**src/rtl/bit_rate_meter.sv**
```systemverilog
// Throughput monitor: counts data_valid_i beats over a fixed window of
// CLK_MHZ_VAL*WINDOW_US cycles and reports beats*DATA_WIDTH, saturating.
module bit_rate_meter #(
  parameter int CLK_MHZ_VAL = 100,
  parameter int DATA_WIDTH  = 32,
  parameter int WINDOW_US   = 1000000
) (
  input  logic        clk_i,
  input  logic        s_rst_n_i,
  input  logic        data_valid_i,
  output logic [31:0] bit_rate_o
);

  localparam int          RES_WIDTH = 32;
  localparam longint      WIN_CYC   = longint'(CLK_MHZ_VAL) * longint'(WINDOW_US);
  localparam int          CNT_RAW   = $clog2(WIN_CYC + 64'd1);
  localparam int          CNT_W     = (CNT_RAW < 1) ? 1 : CNT_RAW;
  localparam logic [63:0] SAT_LIM   = {{(64-RES_WIDTH){1'b0}}, {RES_WIDTH{1'b1}}};

  if (CLK_MHZ_VAL < 1 || DATA_WIDTH < 1 || WINDOW_US < 1) begin : g_bad_param
    $error("bit_rate_meter: all parameters must be >= 1");
  end

  logic [CNT_W-1:0]     r_win_cnt;
  logic [CNT_W-1:0]     r_beat_cnt;
  logic [RES_WIDTH-1:0] r_bit_rate;

  logic                 w_last;
  logic [63:0]          w_total;
  logic [63:0]          w_prod;
  logic [RES_WIDTH-1:0] w_sat;

  assign w_last  = (r_win_cnt == CNT_W'(WIN_CYC - 64'd1));
  // A beat on the closing cycle still belongs to the window being closed.
  assign w_total = 64'(r_beat_cnt) + 64'(data_valid_i);
  assign w_prod  = w_total * 64'(DATA_WIDTH);

  // Clamp the 64-bit product to the output range.
  always_comb begin
    w_sat = {RES_WIDTH{1'b1}};
    if (w_prod > SAT_LIM) begin
      w_sat = {RES_WIDTH{1'b1}};
    end else begin
      w_sat = w_prod[RES_WIDTH-1:0];
    end
  end

  // Window and beat counters; result register updates only at window end.
  always_ff @(posedge clk_i) begin
    if (!s_rst_n_i) begin
      r_win_cnt  <= {CNT_W{1'b0}};
      r_beat_cnt <= {CNT_W{1'b0}};
      r_bit_rate <= {RES_WIDTH{1'b0}};
    end else if (w_last) begin
      r_win_cnt  <= {CNT_W{1'b0}};
      r_beat_cnt <= {CNT_W{1'b0}};
      r_bit_rate <= w_sat;
    end else begin
      r_win_cnt  <= r_win_cnt + CNT_W'(1);
      r_beat_cnt <= r_beat_cnt + CNT_W'(data_valid_i);
      r_bit_rate <= r_bit_rate;
    end
  end

  assign bit_rate_o = r_bit_rate;

endmodule

```
**config.mk**
```make
export PLATFORM = sky130hd
export DESIGN_NAME = bit_rate_meter
export DESIGN_NICKNAME = d
export VERILOG_FILES = /design/src/rtl/bit_rate_meter.sv
export SDC_FILE = /design/constraint.sdc
export NUM_CORES = 1
export LEC_CHECK = 0
export ABC_AREA = 1
export ABC_CLOCK_PERIOD_IN_PS = 3300
export CELL_PAD_IN_SITES_DETAIL_PLACEMENT = 1
export CELL_PAD_IN_SITES_GLOBAL_PLACEMENT = 1
export CORE_MARGIN = 10
export CORE_UTILIZATION = 44
export DETAILED_ROUTE_END_ITERATION = 12
export PLACE_DENSITY = 0.93
export SYNTH_ARGS = -nofsm -noshare
export SYNTH_HDL_FRONTEND = slang
export SYNTH_SLANG_ARGS = --single-unit
export TNS_END_PERCENT = 1
```
**constraint.sdc**
```tcl
create_clock -name clk_i -period 3.3 [get_ports clk_i]
set_input_delay 0.99 -clock clk_i [delete_from_list [all_inputs] [get_ports clk_i]]
set_output_delay 0.99 -clock clk_i [all_outputs]
set_load 0.02 [all_outputs]
```
* Word level (Yosys, flattened, before mapping)
Cells that the tools add are included.
Operators by class: equal/unequal tests 1, order comparisons 1, reductions and logical operators 1, bitwise operators 1, multiplexer cells 1, $add $sub $neg 3
Operator list (count):
- $gt A33 B32 Y1 const B | 1
- $mux W32 | 1
- $add A27 B1 Y28 | 1
- $add A27 B1 Y27 | 1
- $add A27 B1 Y27 const B | 1
- $eq A27 B27 Y1 const B | 1
- $reduce_or A2 Y1 | 1
- $not A1 Y1 | 1
Word-level totals: logic and storage cells 11, register bits 86, bits of input ports 3

* Depth between registers and ports, before layout
depth after elaboration 3, depth in mapped cells 12, depth with buffers taken out 11

* Worst setup path after synthesis
Ideal clock, no wire load.
path kind input port to flip-flop, start input data_valid_i, end register r_bit_rate[31], in the netlist bit_rate_o[31], data arrival time 2.139 ns, data required time 3.188 ns, stages on the path 11, slack 1.050 ns, path buffers 0, path through ha_1 ha_1 nand2_1 nor2_4 nand2_1 nor2_4 nand2_1 nand2_1 nand2_1 nor2_1 nor2_1
On the way: cells in the longest elaborated chain, start to end 3
Ends and longest elaborated chain:
- start: declaration | RTL line 10 | input logic data_valid_i,
- $add A27 B1 Y28 (*) | RTL line 35 | assign w_total = 64'(r_beat_cnt) + 64'(data_valid_i);
- $gt A33 B32 Y1 | RTL line 41 | if (w_prod > SAT_LIM) begin
- $mux W32 (*) | RTL line 41
- end signal: assignment | RTL line 53 | r_bit_rate <= {RES_WIDTH{1'b0}};
- end signal: assignment | RTL line 57 | r_bit_rate <= w_sat;
- end signal: assignment | RTL line 61 | r_bit_rate <= r_bit_rate;
- end: declaration | RTL line 26 | logic [RES_WIDTH-1:0] r_bit_rate;
Every way passes the cells marked *; elsewhere a longest branch is shown, timed or not. A chain may end at the register's enable or synchronous reset.

* Worst setup path after layout
start input data_valid_i, end register r_bit_rate[29], in the netlist bit_rate_o[29]
Same word-level chain as after synthesis.

==> flow_metrics.tcl <==
set metrics [dict create \
    insertion_delay_ns 0.36 \
    reg2reg_setup_slack_ns 0.76 \
    fin_tns_setup_ns 0 \
    power.density_mw_per_mm2 388 \
    synth_ff_type "dfxtp_1" \
    synth_edf_count 0 \
    finClkSkew_ns 0.0148 \
    wl_mm 12.4 \
    drv_cap 0 \
    dieHeight_um 118 \
    worst-setup-path-type "input pin to flop" \
    ys_ff_latch 82 \
    die_w_um 118 \
    synthTopCellsByArea "dfxtp_1, nand2_1, nor2_1" \
    rsz0062_at_grt "no" \
    syn2layout_area_growth_pct 14.9 \
    grt_overflow 0 \
    synth.avg_cell_area_sq_um 6.54 \
    synth_common_cells "nand2_1, nor2_1, dfxtp_1" \
    row_count 35 \
    cts_tree "built" \
    r2r-end "r_win_cnt[23]" \
    r2r_cells 9 \
    drc 0 \
    hold_viol 0 \
    worst_hold_path_type "flop to flop" \
    cts_setup_buffers 0 \
    fp.dieArea_sq_mm 0.0139 \
    wl_per_cell_um 15.3 \
    first_global_vias 4440 \
    core_sq_mm 0.00928 \
    fill_cells 1270 \
    cp-end-kind "flop" \
    grt_usage_pct 18.1 \
    period_minus_slack_ns 2.69 \
    clockBufferDepth 2 \
    avgViaCountPerCell 5.07 \
    first_iter_violations 136 \
    max_freq_ghz 0.372 \
    crit_required_ns 3.56 \
    crit_path_start_kind "input pin" \
    yosysMostFrequentCell "nand2_1" \
    port_buffers 34 \
    r2r_start "r_win_cnt[0]" \
    vias 4110 \
    yosysWarningCount 0 \
    fin_nets 682 \
    initial_utilization_pct 45.4 \
    mappedNetlistArea_sq_mm 0.00422 \
    leakage_uw 0.00196 \
    worst_pin_slew_ns 0.709 \
    grt_start_max_net_pins 29 \
    crit_end "bit_rate_o[29]" \
    synth.distinct_cells 30 \
    yosysTopAreaCell "dfxtp_1" \
    cts_max_level 3 \
    ctsHoldBuffers 0 \
    period_share_pct 81.4 \
    crit_arrival_ns 2.95 \
    cts-buffers-inserted 9 \
    grt_pass1_wl_mm 21.3 \
    cts.sinks 82 \
    relSlewSlack_pct 52.6 \
    peakVddDrop_mv 0.275 \
    io_pins 35 \
    hold_slack_ns 0.470 \
    gp_congestion 0.894 \
    antenna_cells 0 \
    final-seq-area_sq_mm 0.00164 \
    drv_slew 0 \
    syn_nets 651 \
    ys_seq_area_share_pct 38.9 \
    crit_start "data_valid_i" \
    grt_antenna_before_repair 0 \
    cts_root_buffer "clkbuf_8" \
    setup_viol 0 \
    multi_input_area_sq_mm 0.00217 \
    drive_above_1_share_pct 5.87 \
    cp_max_fo 7 \
    dp_hpwl_mm 9.22 \
    clk_pin_slew_worst_paths_ns 0.09 \
    status "finished, final reports clean" \
    ant_nets 0 \
    dr.pass1.iters 4 \
    ctsResizeCount 0 \
    synthArstFlopShare_pct 0 \
    syn_inst 645 \
    synth_top_area_share_pct 38.9 \
]
==> stage by stage <==
step                      worst slack, ns  area [sq um]  utilization, %  std cells  total power, uW
after floorplan                      1.05          4220               -        645             1050
after detailed placement            0.294          4620            49.8        794             1070
after CTS                           0.618          4840            52.2        810             1890
final                               0.615          4840            52.2        810             1880
after global placement              0.442          4620            49.8        794             1060
after global routing                0.457          4840            52.2        810             1950
==> per-layer routing <==
metal | track usage (%) | share of wire [%] | wire length, um
met1 | 20.8 | 43 | 5380
met2 | 33.0 | 52 | 6450
met3 | 2.93 | 2.9 | 356
met4 | 6.49 | 1.7 | 208
met5 | 0 | 0 | 0
==> worst min path at each step <==
stage,cells past startpoint,startpoint,endpoint
after floorplan,1,r_win_cnt[0],r_win_cnt[0]
after global routing,2,bit_rate_o[13],bit_rate_o[13]
after CTS,2,bit_rate_o[13],bit_rate_o[13]
after global placement,2,bit_rate_o[15],bit_rate_o[15]
after detailed placement,2,bit_rate_o[13],bit_rate_o[13]
final,2,bit_rate_o[13],bit_rate_o[13]
==> worst max-delay path, cell delays in order <==
cell and delay [ns]:
clkdlybuf4s50_1 0.47, ha_1 0.17, ha_1 0.19, nand2_1 0.10
nor2_4 0.18, nand2_1 0.13, nor2_1 0.29, nand2_1 0.12
nand2_1 0.11, nand2_1 0.05, nor2_1 0.10, nor2_1 0.05
==> state kept, by name, summed over array words and instances (netlist names) <==
name,cells
r_beat_cnt,27
bit_rate_o,28
r_win_cnt,27
==> area by class of cell <==
class | instances | area share, %
clock inverters | 7 | 2.04
repair buffers | 37 | 7.49
multi-input cells | 470 | 44.8
well taps | 129 | 3.33
inverters | 76 | 5.89
flip-flops and latches | 82 | 33.9
clock buffers | 9 | 2.56
==> cell families (layout without fill, tap and decap cells) <==
logic type,after synthesis,in the layout,share of synthesized area [%]
AO/OA/AOI/OAI,41,41,4.99
XOR/XNOR,18,18,3.74
adder cells (fa/ha/maj),3,3,0.890
buffers and inverters,93,129,9.58
flip-flops,82,82,38.9
AND/OR/NAND/NOR,408,408,41.9
==> placed cells by master (no fill, tap or decap), types with 5 or more instances in the layout <==
cell type,count
nand2_1,215
nor2_4,5
xor2_1,15
nand4_1,11
nor2_1,115
clkbuf_8,9
nor3_1,12
clkdlybuf4s50_1,34
inv_1,72
nand3_1,20
nand3b_1,10
and2_1,8
dfxtp_1,82
a21oi_1,36
==> power by group <==
group	internal (uW)	switching, uW
registers	994	5.10
clock network	433	404
logic	11.9	30.6
Power figures use the tool's default switching activity.
